**config.mk**
```make
export PLATFORM = sky130hd
export DESIGN_NAME = video_sync_chain
export DESIGN_NICKNAME = d
export VERILOG_FILES = /design/src/rtl/video_sync_chain.sv
export SDC_FILE = /design/constraint.sdc
export NUM_CORES = 1
export LEC_CHECK = 0
export ABC_CLOCK_PERIOD_IN_PS = 2600
export CORE_ASPECT_RATIO = 1.2
export CORE_UTILIZATION = 38
export CTS_BUF_LIST = sky130_fd_sc_hd__clkbuf_4
export DETAILED_ROUTE_END_ITERATION = 7
export GPL_TIMING_DRIVEN = 0
export PLACE_DENSITY_LB_ADDON = 0.08
export SYNTH_ARGS = -nofsm -noshare
export SYNTH_HDL_FRONTEND = slang
export SYNTH_SLANG_ARGS = --single-unit
```
**constraint.sdc**
```tcl
create_clock -name CLK -period 2.6 [get_ports CLK]
set_clock_uncertainty 0.1 [all_clocks]
set_input_delay 0.52 -clock CLK [delete_from_list [all_inputs] [get_ports CLK]]
set_output_delay 0.52 -clock CLK [all_outputs]
set_load 0.005 [all_outputs]
```
**src/rtl/video_sync_chain.sv**
```systemverilog
// Horizontal/vertical raster timing built as a cascaded 4-bit counter chain.
// Every output is registered or decoded from registered counts, so the downstream AND gates see clean levels.
module video_sync_chain #(
  parameter int H_TOTAL      = 384,
  parameter int H_VISIBLE    = 256,
  parameter int H_SYNC_START = 296,
  parameter int H_SYNC_WIDTH = 32,
  parameter int V_TOTAL      = 264,
  parameter int V_VISIBLE    = 240,
  parameter int V_SYNC_START = 248,
  parameter int V_SYNC_WIDTH = 4
) (
  input  logic       CLK,
  input  logic       _CLR,
  input  logic       CE,
  output logic [8:0] H,
  output logic [8:0] V,
  output logic       HBLANK,
  output logic       VBLANK,
  output logic       _HSYNC,
  output logic       _VSYNC,
  output logic       LINE_END,
  output logic       FRAME_END
);

  generate
    if (H_TOTAL < 2 || H_TOTAL > 512 || V_TOTAL < 2 || V_TOTAL > 512 ||
        H_VISIBLE > H_TOTAL || V_VISIBLE > V_TOTAL ||
        H_SYNC_WIDTH < 1 || V_SYNC_WIDTH < 1) begin : g_bad_params
      $error("video_sync_chain: illegal timing parameter set");
    end
  endgenerate

  localparam logic [8:0] H_LAST = 9'(H_TOTAL - 1);
  localparam logic [8:0] V_LAST = 9'(V_TOTAL - 1);
  localparam logic [9:0] H_VIS  = 10'(H_VISIBLE);
  localparam logic [9:0] V_VIS  = 10'(V_VISIBLE);
  localparam logic [9:0] HS_LO  = 10'(H_SYNC_START);
  localparam logic [9:0] HS_HI  = 10'(H_SYNC_START + H_SYNC_WIDTH);
  localparam logic [9:0] VS_LO  = 10'(V_SYNC_START);
  localparam logic [9:0] VS_HI  = 10'(V_SYNC_START + V_SYNC_WIDTH);

  // Increment through two 4-bit stages and a 1-bit top stage, carry rippling upward.
  function automatic logic [8:0] chain_inc(input logic [8:0] cnt);
    logic [4:0] s0;
    logic [4:0] s1;
    logic       s2;
    s0 = {1'b0, cnt[3:0]} + 5'd1;
    s1 = {1'b0, cnt[7:4]} + {4'd0, s0[4]};
    s2 = cnt[8] ^ s1[4];
    return {s2, s1[3:0], s0[3:0]};
  endfunction

  // Windows are not wrapped: counts never exceed TOTAL-1, so an overlong window truncates naturally.
  function automatic logic in_window(input logic [8:0] cnt, input logic [9:0] lo,
                                     input logic [9:0] hi);
    return ({1'b0, cnt} >= lo) && ({1'b0, cnt} < hi);
  endfunction

  logic [8:0] h_p0;
  logic [8:0] v_p0;
  logic       hblank_p0;
  logic       vblank_p0;
  logic       hsync_n_p0;
  logic       vsync_n_p0;

  logic [8:0] h_inc;
  logic [8:0] v_inc;
  logic       line_wrap;
  logic [8:0] h_nxt;
  logic [8:0] v_nxt;

  always_comb begin
    h_inc     = chain_inc(h_p0);
    v_inc     = chain_inc(v_p0);
    line_wrap = (h_p0 == H_LAST);
    h_nxt     = line_wrap ? 9'd0 : h_inc;
    v_nxt     = v_p0;
    if (line_wrap) begin
      v_nxt = (v_p0 == V_LAST) ? 9'd0 : v_inc;
    end
  end

  // Stage p0: counts and the strobes decoded from their next-state values
  always_ff @(posedge CLK or negedge _CLR) begin
    if (!_CLR) begin
      h_p0       <= 9'd0;
      v_p0       <= 9'd0;
      hblank_p0  <= 1'b0;
      vblank_p0  <= 1'b0;
      hsync_n_p0 <= 1'b1;
      vsync_n_p0 <= 1'b1;
    end else if (CE) begin
      h_p0       <= h_nxt;
      v_p0       <= v_nxt;
      hblank_p0  <= ({1'b0, h_nxt} >= H_VIS);
      vblank_p0  <= ({1'b0, v_nxt} >= V_VIS);
      hsync_n_p0 <= !in_window(h_nxt, HS_LO, HS_HI);
      vsync_n_p0 <= !in_window(v_nxt, VS_LO, VS_HI);
    end
  end

  assign H         = h_p0;
  assign V         = v_p0;
  assign HBLANK    = hblank_p0;
  assign VBLANK    = vblank_p0;
  assign _HSYNC    = hsync_n_p0;
  assign _VSYNC    = vsync_n_p0;
  assign LINE_END  = (h_p0 == H_LAST);
  assign FRAME_END = (h_p0 == H_LAST) && (v_p0 == V_LAST);

endmodule

```
==> impl_metrics.py <==
metrics = {
    "worst_setup_path": {
        "cpPeakStageDelay_ps": 390,
        "crit_end": "FRAME_END",
        "critPathKind": "register to output port",
        "worst-path-buf-inv": 2,
        "start_kind": "register",
        "cp_max_fo": 5,
        "crit_slowest_cell": "dfrtp_1",
        "r2r_cells": 11,
        "worstPathArrival_ps": 1850,
        "critPathCaptureType": "output port",
        "cp-startpoint": "H[1]",
        "timing.rr.end": "_VSYNC",
        "cp.depth": 6,
        "crit_family": "simple AND/OR/NAND/NOR gates",
        "required_ps": 1980,
        "rr_startpoint": "H[1]",
        "cp_cell_sequence": "ha_2 -> nand4_1 -> or2_1 -> buf_6 -> nor2_2 -> dlygate4sd2_1",
        "r2r_setup_slack_ps": 190,
    },
    "power": {
        "p_total_uw": 969.9,
        "powerDensity_nw_per_um2": 558.5,
        "leakagePower_nw": 0.7478,
        "ir_drop_uv": 332.6,
    },
    "die": {
        "die_x_um": 54.57,
        "rows": 22,
        "pin_count": 27,
        "start_util_pct": 40.51,
        "die_area_um2": 3551,
        "fp.dieH_um": 65.08,
        "fp.coreArea_um2": 3110,
    },
    "placement": {
        "gp_congestion": 0.8086,
        "dp_hpwl_mm": 2.158,
        "place_area_um2": 1565,
        "place_worst_setup_slack_ps": 59.87,
        "io_buffers": 26,
    },
    "cts": {
        "cts_num_sinks": 22,
        "clock_latency_ps": 320,
        "htree_levels": 1,
        "clkTransAtPathRegs_ps": 130,
        "cts_tree": "yes",
        "clock_path_buffers": 2,
        "root_buffer": "clkbuf_4",
        "cts_buffers": 3,
    },
    "sta": {
        "drv_slew": 0,
        "slew_headroom_pct": 35.89,
        "period_share_pct": 95.12,
        "setup_ws_ps": 126.9,
        "hold_viol_final": 0,
        "rsz0062_at_grt": "false",
        "setup-violations-final": 0,
        "tightest_slew_ps": 958.6,
        "fmax_ghz": 0.4044,
        "fin_tns_setup_ps": 0,
        "min_period_ps": 2473,
    },
    "layout": {
        "area_delta_synth_final_pct": 37.84,
        "drive_above_1_share_pct": 19.41,
        "insertedDiodeCount": 0,
        "fin_nets": 180,
        "post-route-util_pct": 55.83,
        "finalInstanceArea_um2": 1737,
    },
    "synth": {
        "ys_seq_area_share_pct": 43.89,
        "async_reset_ff_share_pct": 100.0,
        "synthCells": 130,
        "synth_common_cells": "dfrtp_1, nand2_1, o21ai_0",
        "syn_area_per_cell_um2": 9.692,
        "yosysTopAreaCell": "dfrtp_1",
        "synth_ff_type": "dfrtp_1",
        "yosys_warnings": 0,
        "netlist.area_leader.share_pct": 39.72,
        "synth_seq_cells": 22,
        "synthesis.nets": 139,
        "netlist_area_um2": 1260,
        "yosysUniqueCellTypes": 37,
        "synth.area.top_cells": "dfrtp_1, ha_1, nand2_1, o21ai_0, dfstp_2",
        "synth_edf_count": 0,
    },
    "run": {
        "cap_violations": 0,
    },
    "global_routing": {
        "grt_pass1_wl_mm": 5.147,
        "grt_antenna_before_repair": 0,
        "grt_max_degree": 23,
        "grt-ovfl-total": 0,
        "grt_pass1_vias": 1149,
        "grtUsageTotal_pct": 20.56,
    },
    "routing": {
        "ant_nets": 0,
        "vias_per_cell": 5.485,
        "met1_length_mm": 1.255,
        "totalWireLength_mm": 3.055,
        "dr.max_layer_used": "met4",
        "routedWlPerCell_um": 14.83,
        "dr.pass1.iters": 4,
        "drc_errors": 0,
        "initialDrtViolationCount": 12,
        "wl_met2_mm": 1.609,
        "vias": 1130,
        "met3_length_um": 99,
    },
    "hold_path": {
        "hp-class": "register to register",
    },
    "outcome": {
        "status": "finished, final reports clean",
    },
}
==> power breakdown <==
part	switching [mW]	internal [mW]
combinational	0.0968	0.149
clock	0.113	0.156
sequential	0.0666	0.388
==> layout by cell type, fill, tap and decap left out, types with 2 or more instances in the layout <==
cell type	netlist	final
dfrtp_2	0	2
buf_4	0	10
clkbuf_1	2	2
nand3_1	9	9
ha_1	6	5
xor2_1	4	4
inv_1	3	3
nor2_1	5	4
and3_1	3	3
mux2i_1	2	2
dlygate4sd2_1	0	2
nand2_1	20	19
nand4_1	2	2
a21oi_1	4	4
o2bb2ai_1	3	3
o21ai_0	15	14
clkbuf_4	0	3
xnor2_1	5	5
clkdlybuf4s50_1	0	24
dfstp_2	2	2
nor3_1	4	3
dfrtp_1	20	18
==> state kept, by name, summed over array words and instances (netlist names) <==
| register | flops |
|---|---|
| _HSYNC | 1 |
| _VSYNC | 1 |
| HBLANK | 1 |
| VBLANK | 1 |
| H | 9 |
| V | 9 |
==> stage by stage <==
step / instances / hold slack, ps
2_1_floorplan: 130 / 124.4
3_3_place_gp: 192 / 387.2
3_5_place_dp: 192 / 394.6
4_1_cts: 206 / 414.2
5_1_grt: 206 / 468.0
6_report: 206 / 431.1
==> layout make-up <==
class                   instances  area, µm²
repair buffers                 36      332.8
flip-flops and latches         22      555.5
well taps                      36      45.04
inverters                       4      22.52
clock buffers                   3      22.52
multi-input cells             101      709.4
clock inverters                 1      30.03
plain buffers                   3      18.77
fillers                       287       1374
==> routing by layer <==
metal  up-vias  global-route usage [%]
li1        550                       -
met4         0                   10.90
met3         8                   2.347
met1       549                   23.58
met2        23                   35.52
met5         -                       0
==> kinds of logic after synthesis <==
kind of cell	count (synthesis)	share of synthesized area, %
multiplexers	4	3.674
flip-flops	22	43.89
buffers and inverters	7	3.277
adder cells (fa/ha/maj)	6	5.958
AO/OA/AOI/OAI	28	14.20
AND/OR/NAND/NOR	54	22.74
XOR/XNOR	9	6.256
==> tightest hold or removal path, delay by kind of cell (launching register included) <==
family | cells | cell delay (ps)
DFF | 1 | 400
AOI/OAI and AO/OA | 1 | 60
buffers and inverters | 1 | 50
==> what timing repair did <==
item	4_1_cts	5_1_grt
resized for setup	8	6
hold buffers	0	0
setup buffers	10	2
endpoints found under the setup margin	2	3
pin swaps	2	5
==> how the worst min path moves through the flow <==
| stage | startpoint | end | slack (ps) | cells after the start |
|---|---|---|---|---|
| 6_report | HBLANK | HBLANK | 430 | 2 |
| 5_1_grt | _HSYNC | _HSYNC | 470 | 1 |
| 4_1_cts | _VSYNC | _VSYNC | 410 | 2 |
| 3_5_place_dp | _VSYNC | _VSYNC | 390 | 2 |
| 3_3_place_gp | _VSYNC | _VSYNC | 390 | 2 |
| 2_1_floorplan | _CLR | HBLANK | 120 | 0 |
Note: power is estimated with default switching activity, not from simulation.
